[src/rtl/instr_fetch_if.sv]
// Instruction bus between the fetch unit (master) and instruction memory (slave).
// Single-beat reads: req/addr held until a one-cycle ack carrying data.
interface instr_fetch_if;
  logic        req;
  logic [31:0] addr;
  logic        ack;
  logic [31:0] data;

  modport master (output req, output addr, input ack, input data);
  modport slave  (input req, input addr, output ack, output data);
endinterface

[src/rtl/instr_fetch.sv]
// Instruction fetch unit: fetches the word at decode's PC and holds it until consumed.
// Optional bus timeout is enabled by defining INSTR_FETCH_TIMEOUT_EN.
module instr_fetch #(
  parameter logic [31:0] NOOP           = 32'h00000013,
  parameter int unsigned TIMEOUT_CYCLES = 255
) (
  input  logic               i_CLK,
  input  logic               i_RST,
  input  logic               i_EN,
  input  logic [31:0]        i_PC,
  instr_fetch_if.master      ibus,
  output logic               o_INSTRUCTION_VALID,
  output logic [31:0]        o_INSTRUCTION,
  output logic [31:0]        o_FETCH_PC,
  output logic               o_FETCH_ERR
);

  localparam logic [1:0] S_IDLE = 2'd0;
  localparam logic [1:0] S_REQ  = 2'd1;
  localparam logic [1:0] S_HOLD = 2'd2;

  logic [1:0] state;
  logic       consume;
  logic       redirect;
  logic       hit;
  logic       aligned;
  logic       timed_out;

  assign consume  = o_INSTRUCTION_VALID & i_EN;
  assign redirect = (i_PC != o_FETCH_PC);
  assign hit      = (ibus.addr == i_PC);
  assign aligned  = (i_PC[1:0] == 2'b00);

`ifdef INSTR_FETCH_TIMEOUT_EN
  localparam logic [7:0] TO_LIMIT = 8'(TIMEOUT_CYCLES);

  logic [7:0] wait_cnt;
  logic [7:0] wait_cnt_nxt;

  assign wait_cnt_nxt = wait_cnt + 8'd1;
  assign timed_out    = ibus.req & ~ibus.ack & (wait_cnt_nxt == TO_LIMIT);

  always_ff @(posedge i_CLK) begin
    if (i_RST) begin
      wait_cnt <= 8'd0;
    end else if ((state == S_REQ) && !ibus.req) begin
      wait_cnt <= 8'd0;
    end else if (ibus.req && !ibus.ack) begin
      wait_cnt <= wait_cnt_nxt;
    end
  end
`else
  logic [31:0] unused_timeout;

  assign timed_out      = 1'b0;
  assign unused_timeout = TIMEOUT_CYCLES;
`endif

  // Within S_REQ, req=0 marks the entry cycle where i_PC is sampled and the
  // request is issued; this is also where a stale fetch gets re-issued.
  always_ff @(posedge i_CLK) begin
    if (i_RST) begin
      state               <= S_IDLE;
      ibus.req            <= 1'b0;
      ibus.addr           <= 32'd0;
      o_INSTRUCTION_VALID <= 1'b0;
      o_INSTRUCTION       <= NOOP;
      o_FETCH_PC          <= 32'd0;
      o_FETCH_ERR         <= 1'b0;
    end else begin
      case (state)
        S_IDLE: state <= S_REQ;

        S_REQ: begin
          if (!ibus.req) begin
            if (aligned) begin
              ibus.req  <= 1'b1;
              ibus.addr <= i_PC;
            end else begin
              o_INSTRUCTION       <= NOOP;
              o_FETCH_PC          <= i_PC;
              o_FETCH_ERR         <= 1'b1;
              o_INSTRUCTION_VALID <= 1'b1;
              state               <= S_HOLD;
            end
          end else if (ibus.ack) begin
            ibus.req <= 1'b0;
            // A response for an address decode has moved away from is dropped.
            if (hit) begin
              o_INSTRUCTION       <= ibus.data;
              o_FETCH_PC          <= ibus.addr;
              o_FETCH_ERR         <= 1'b0;
              o_INSTRUCTION_VALID <= 1'b1;
              state               <= S_HOLD;
            end
          end else if (timed_out) begin
            ibus.req            <= 1'b0;
            o_INSTRUCTION       <= NOOP;
            o_FETCH_PC          <= ibus.addr;
            o_FETCH_ERR         <= 1'b1;
            o_INSTRUCTION_VALID <= 1'b1;
            state               <= S_HOLD;
          end
        end

        S_HOLD: begin
          if (redirect || consume) begin
            o_INSTRUCTION_VALID <= 1'b0;
            o_INSTRUCTION       <= NOOP;
            state               <= S_REQ;
          end
        end

        default: state <= S_IDLE;
      endcase
    end
  end

endmodule

[src/flat_wrapper.sv]
// flat-port wrapper written by rule: the top's interface ports become plain ports
module instr_fetch_flat 
#(
  parameter logic [31:0] NOOP           = 32'h00000013,
  parameter int unsigned TIMEOUT_CYCLES = 255
)
  (i_CLK, i_RST, i_EN, i_PC, o_INSTRUCTION_VALID, o_INSTRUCTION, o_FETCH_PC, o_FETCH_ERR, ibus_req, ibus_addr, ibus_ack, ibus_data);
  instr_fetch_if ibus_i ();
  input  logic i_CLK;
  input  logic i_RST;
  input  logic i_EN;
  input  logic [31:0] i_PC;
  output logic o_INSTRUCTION_VALID;
  output logic [31:0] o_INSTRUCTION;
  output logic [31:0] o_FETCH_PC;
  output logic o_FETCH_ERR;
  output wire logic [$bits(ibus_i.req)-1:0] ibus_req;
  output wire logic [$bits(ibus_i.addr)-1:0] ibus_addr;
  input wire logic [$bits(ibus_i.ack)-1:0] ibus_ack;
  input wire logic [$bits(ibus_i.data)-1:0] ibus_data;
  assign ibus_req = ibus_i.req;
  assign ibus_addr = ibus_i.addr;
  assign ibus_i.ack = ibus_ack;
  assign ibus_i.data = ibus_data;
  instr_fetch #(.NOOP(NOOP), .TIMEOUT_CYCLES(TIMEOUT_CYCLES)) u_core (.i_CLK(i_CLK), .i_RST(i_RST), .i_EN(i_EN), .i_PC(i_PC), .ibus(ibus_i), .o_INSTRUCTION_VALID(o_INSTRUCTION_VALID), .o_INSTRUCTION(o_INSTRUCTION), .o_FETCH_PC(o_FETCH_PC), .o_FETCH_ERR(o_FETCH_ERR));
endmodule
[config.mk]
export PLATFORM = sky130hd
export DESIGN_NAME = instr_fetch_flat
export DESIGN_NICKNAME = d
export VERILOG_FILES = /design/src/rtl/instr_fetch_if.sv /design/src/rtl/instr_fetch.sv /design/src/flat_wrapper.sv
export SDC_FILE = /design/constraint.sdc
export NUM_CORES = 1
export LEC_CHECK = 0
export ABC_AREA = 0
export BUFFER_PORTS_ARGS = -buffer_cell sky130_fd_sc_hd__buf_2
export CAP_MARGIN = 15
export CORE_MARGIN = 2
export CORE_UTILIZATION = 35
export CTS_BUF_LIST = sky130_fd_sc_hd__clkbuf_4 sky130_fd_sc_hd__clkbuf_8
export DETAILED_ROUTE_END_ITERATION = 12
export GPL_ROUTABILITY_DRIVEN = 0
export PLACE_DENSITY_LB_ADDON = 0.2
export REMOVE_ABC_BUFFERS = 1
export SLEW_MARGIN = 15
export SYNTH_ARGS = -nofsm -noshare
export SYNTH_HDL_FRONTEND = slang
export SYNTH_SLANG_ARGS = --single-unit
[constraint.sdc]
create_clock -name i_CLK -period 3.4 [get_ports i_CLK]
set_clock_uncertainty 0.1 [all_clocks]
set_input_delay 0 -clock i_CLK [delete_from_list [all_inputs] [get_ports i_CLK]]
set_output_delay 0 -clock i_CLK [all_outputs]
set_load 0.02 [all_outputs]
# --- Word-level counts from Yosys, hierarchy flattened ---
# Cells that the tools add are included.
op_classes:
  n_eq_ne: 11
  mux: 28
  n_bitwise: 2
  reduce_logical: 8
op_table:
  columns: ["op", "n"]
  rows:
  - ["32-bit 2-to-1 mux", 9]
  - ["32-bit case mux with 2 select lines", 1]
  - ["32-bit == test", 1]
  - ["32-bit inequality test", 1]
  - ["1-bit 2-to-1 mux", 11]
  - ["2-bit 2-to-1 mux", 5]
  - ["4-bit AND reduction", 2]
  - ["3-bit inequality test (second input constant)", 2]
  - ["2-bit case mux with 3 select lines", 1]
  - ["5-bit AND reduction", 1]
  - ["2-bit logical NOT", 2]
  - ["2-bit by 1-bit inequality test with 1-bit output (second input constant)", 2]
  - ["2-bit inequality test (second input constant)", 2]
  - ["3-bit by 2-bit inequality test with 1-bit output (second input constant)", 1]
  - ["3-bit AND reduction", 1]
  - ["2-bit by 1-bit == test with 1-bit output (second input constant)", 1]
  - ["2-bit == test (second input constant)", 1]
  - ["1-bit case mux with 2 select lines", 1]
  - ["2-bit nonzero test", 1]
  - ["1-bit bitwise AND", 1]
  - ["1-bit logical OR", 1]
  - ["1-bit inverter", 1]
word_totals:
  reg_bits: 101
  input_bits: 68
  out_inout_bits: 99
  elab_cells: 56

# --- Logic depth before layout (Yosys ltp) ---
logic_depth:
  ltp_word: 5
  mapped_depth: 8
  mapped_depth_nobuf: 6

# --- Worst setup path after synthesis ---
# OpenSTA, ideal clock, no wires.
synth_path:
  path_kind: "register to register"
  startpoint: "reg u_core.ibus.addr[21]"
  endpoint: "reg u_core.o_INSTRUCTION[4]"
  setup_time_ps: 72
  arrival_ps: 1803
  required_time_ps: 3228
  path_slack_ps: 1425
  path_stages_with_launch: 8
  n_path_buf: 1
  period_less_slack_ps: 1975
  path_cell_list: "dfxtp_1 > xnor2_1 > nand4_1 > nor4_2 > a31oi_1 > o21ai_2 > buf_2 > mux2i_1"
synth_via:
  elab_chain_len: 3
synth_rtl:
  columns: ["item", "line_no", "source"]
  rows:
  - ["start: declaration", "instr_fetch_if.sv:9", "modport master (output req, output addr, input ack, input data);"]
  - ["start signal: assignment", "instr_fetch.sv:78", "ibus.addr <= i_PC;"]
  - ["32-bit == test", "instr_fetch.sv:31", "assign hit = (ibus.addr == i_PC);"]
  - ["3-bit inequality test (no line)", null, null]
  - ["5-bit AND reduction (no line)", null, null]
  - ["end signal: assignment", "instr_fetch.sv:90", "o_INSTRUCTION <= ibus.data;"]
  - ["end: declaration", "instr_fetch.sv:13", "output logic [31:0] o_INSTRUCTION,"]
# No other way between the ends.
# A chain may end at the register's enable or synchronous reset.

# --- Worst setup path after layout ---
layout_path:
  startpoint: "reg u_core.ibus.addr[21]"
  endpoint: "reg u_core.o_INSTRUCTION[2]"
# Same word-level chain as after synthesis.

==> metrics.md <==
| Metric | Value |
|---|---|
| Crit-path slowest cell | `nand2_1` |
| Max Slew Vio Count | `0` |
| Most common cell after layout, fill and taps aside | `buf_2` |
| Largest net degree at the start of global routing | `68` |
| Port Buffers | `166` |
| Starting density of the core | `between 30% and 40%` |
| Finished Core Util | `between 40% and 50%` |
| Share of flip-flops with an asynchronous set or reset | `0%` |
| Syn Area/Cell | `approximately 8.8 um2` |
| NumNets Final | `824` |
| Headroom to the max-slew limit | `slightly below 30%` |
| Type of the worst min-delay path | `input port to flop` |
| Die Ht | `about 120 um` |
| Met2 Wirelength | `just under 7000 um` |
| GRT Overall Usage | `approximately 20%` |
| Worst vdd ir | `~360 uV` |
| Tmin final | `2.694 ns` |
| Antenna viol nets, final | `0` |
| Area delta synth->final | `37.59%` |
| Final worst path period share | `about four fifths` |
| Top FF cell, synth | `dfxtp_1` |
| Power Density | `approximately 450 nW/um2` |
| Core Region | `between 10000 and 15000 um2` |
| RSZ-0062 raised after global routing | `no` |
| Via Count | `4770` |
| Share of cells above drive strength 1 | `approximately a quarter` |
| Initial antenna violation count | `0` |
| Cells after synthesis | `~550` |
| Seq/Total Area, Yosys | `roughly two fifths` |
| Io pins | `between 150 and 200` |
| Final worst slack | `0.7062 ns` |
| Max-cap viol count | `0` |
| Number of global-route vias before repair | `4566` |
| Critical setup path kind | `flop to flop` |
| Worst Path Required | `around 3.6 ns` |
| CP cell instances | `xnor2_1, nand4_1, nor4_2, a31o_2, nand2_1, o32ai_1` |
| Chip width | `around 120 um` |
| Antenna Cells | `0` |
| Setup crit start kind | `flop` |
| Status | `finished clean` |
| Num Clock Sinks | `101` |
| Dpl ws | `about 0.69 ns` |
| Total CTS buffers | `9` |
| Fill count | `around 1300` |
| Final Hold Vio Count | `0` |
| Netlist Area Pre-Place | `roughly 4800 um2` |
| Syn. warnings | `0` |
| Reg clk slew, reported paths | `about 0.09 ns` |
| GRT overflow | `0` |
| Most frequent cells in the layout | `buf_2, dfxtp_1, nand2_1, dlygate4sd3_1, a21oi_1` |
| Rows | `between 40 and 50` |
| Wire per inst | `roughly 16 um` |
| Initial DRC count | `about 330` |
| Worst path max stage delay | `0.59 ns` |
| Global-route wire length before repair | `~24000 um` |
| P_leak | `between 2 and 3 nW` |
| Met1 WL | `roughly 7000 um` |
| Residual DRC count | `0` |
| Number of synthesized flops with an enable pin | `0` |
| Power Total | `around 3.0 mW` |
| Clk_lat worst skew | `0.38 ns` |
| Worst EP arrival | `2.86 ns` |
| DR WL met3 | `between 1000 and 1500 um` |
| Clock Path Buffers | `2` |
| Clk root buf | `clkbuf_8` |
| Max frequency | `~370 MHz` |
| Post-CTS Resized | `0` |
| Die footprint | `between 10000 and 15000 um2` |
| Htree depth | `3` |
| Highest metal used | `met4` |
| Via density | `slightly above 5` |
| Distinct cell type count after synthesis | `29` |
| Hold WS | `between 0.04 and 0.05 ns` |
| Final setup violation count | `0` |
| CP max FO | `30` |
| Detailed-placement wirelength estimate | `slightly below 10000 um` |
| DRT Pass-1 Iters | `4` |
| Yosys reg bits | `between 100 and 150` |
| TritonCTS clock tree | `built` |
| CP endpoint kind | `flop` |
| Routed wire length | `15100 um` |
| Worst-margin pin slew | `between 1 and 1.5 ns` |
## cells by family after synthesis
family / Yosys count / share of synthesized area, %
buf+inv: 47 / 4.395
flops: 101 / 41.78
mux: 35 / 7.239
xor+xnor: 63 / 11.40
simple gates: 164 / 15.82
compound gates: 137 / 19.36
## Yosys cell counts (10+ instances only)
master | n | area share, %
a21oi_1 | 68 | 7.0
nand2b_1 | 30 | 3.9
nand4_1 | 10 | 1.3
nor2_1 | 11 | 0.85
o32ai_1 | 29 | 5.2
mux2i_1 | 35 | 7.2
buf_2 | 11 | 1.1
xor2_1 | 29 | 5.2
a311oi_1 | 32 | 5.8
xnor2_1 | 34 | 6.2
nand2_1 | 96 | 7.4
clkbuf_1 | 31 | 2.4
dfxtp_1 | 101 | 42
## power breakdown
group	leakage [nW]	total, mW	switching [mW]	internal [mW]
Sequential	0.824	1.38	0.0987	1.28
Combinational	1.70	0.867	0.519	0.347
Clock	0.0962	0.766	0.413	0.353
## through the flow
stage	TNS (ns)	instance area (um2)	instances
after floorplan	-78.09	4627	500
after global placement	0	5758	850
after detailed placement	0	5758	850
after CTS	0	6659	936
after global routing	0	6659	936
final	0	6659	936
## path summary, 6_finish.rpt
| check | startpoint | endpoint | slack, ns | cells after the start |
|---|---|---|---|---|
| worst max-delay path | u_core.ibus.addr[21]$_SDFFE_PP0P_ | u_core.o_INSTRUCTION[2]$_SDFFE_PP0P_ | 0.71 | 6 |
| worst min-delay path | i_EN | u_core.state[1]$_SDFFE_PP0P_ | 0.04 | 6 |
| worst max register to register | u_core.ibus.addr[21]$_SDFFE_PP0P_ | u_core.o_INSTRUCTION[2]$_SDFFE_PP0P_ | 0.71 | 6 |
| worst min register to register | u_core.o_FETCH_ERR$_SDFFE_PP0P_ | u_core.o_FETCH_ERR$_SDFFE_PP0P_ | 0.39 | 2 |
## worst max-delay path, delay by kind of cell (launching register included)
family	cells	cell delay (ns)
simple gates	3	1.12
compound gates	2	0.75
flops	1	0.36
xor+xnor	1	0.24
## layer usage
layer  vias to the layer above  GRT usage (%)
li1                       2369              -
met1                      2239          25.86
met2                       149          32.87
met3                        13          6.133
met4                         0          5.029
met5                         -              0
## final cells by class
class                   instances  area (um2)  area share, %
clock buffers                  11       138.9          2.086
clock inverters                 4       51.30         0.7704
multi-input cells             399        2619          39.33
flip-flops and latches        101        2026          30.42
well taps                     176       220.2          3.307
repair buffers                245        1604          24.09
## registers in the layout, summed over array words and instances (netlist names)
signal / flops
u_core.o_INSTRUCTION: 32
u_core.ibus.addr: 32
u_core.o_FETCH_ERR: 1
u_core.state: 2
u_core.o_FETCH_PC: 32
u_core.o_INSTRUCTION_VALID: 1
u_core.ibus.req: 1
## repair_timing
item | CTS | global route
setup endpoints to repair | 0 | 0
hold buffers | 71 | 0
hold endpoints to repair | 95 | 0
buffers inserted | 0 | 0
Power figures use the tool's default switching activity.
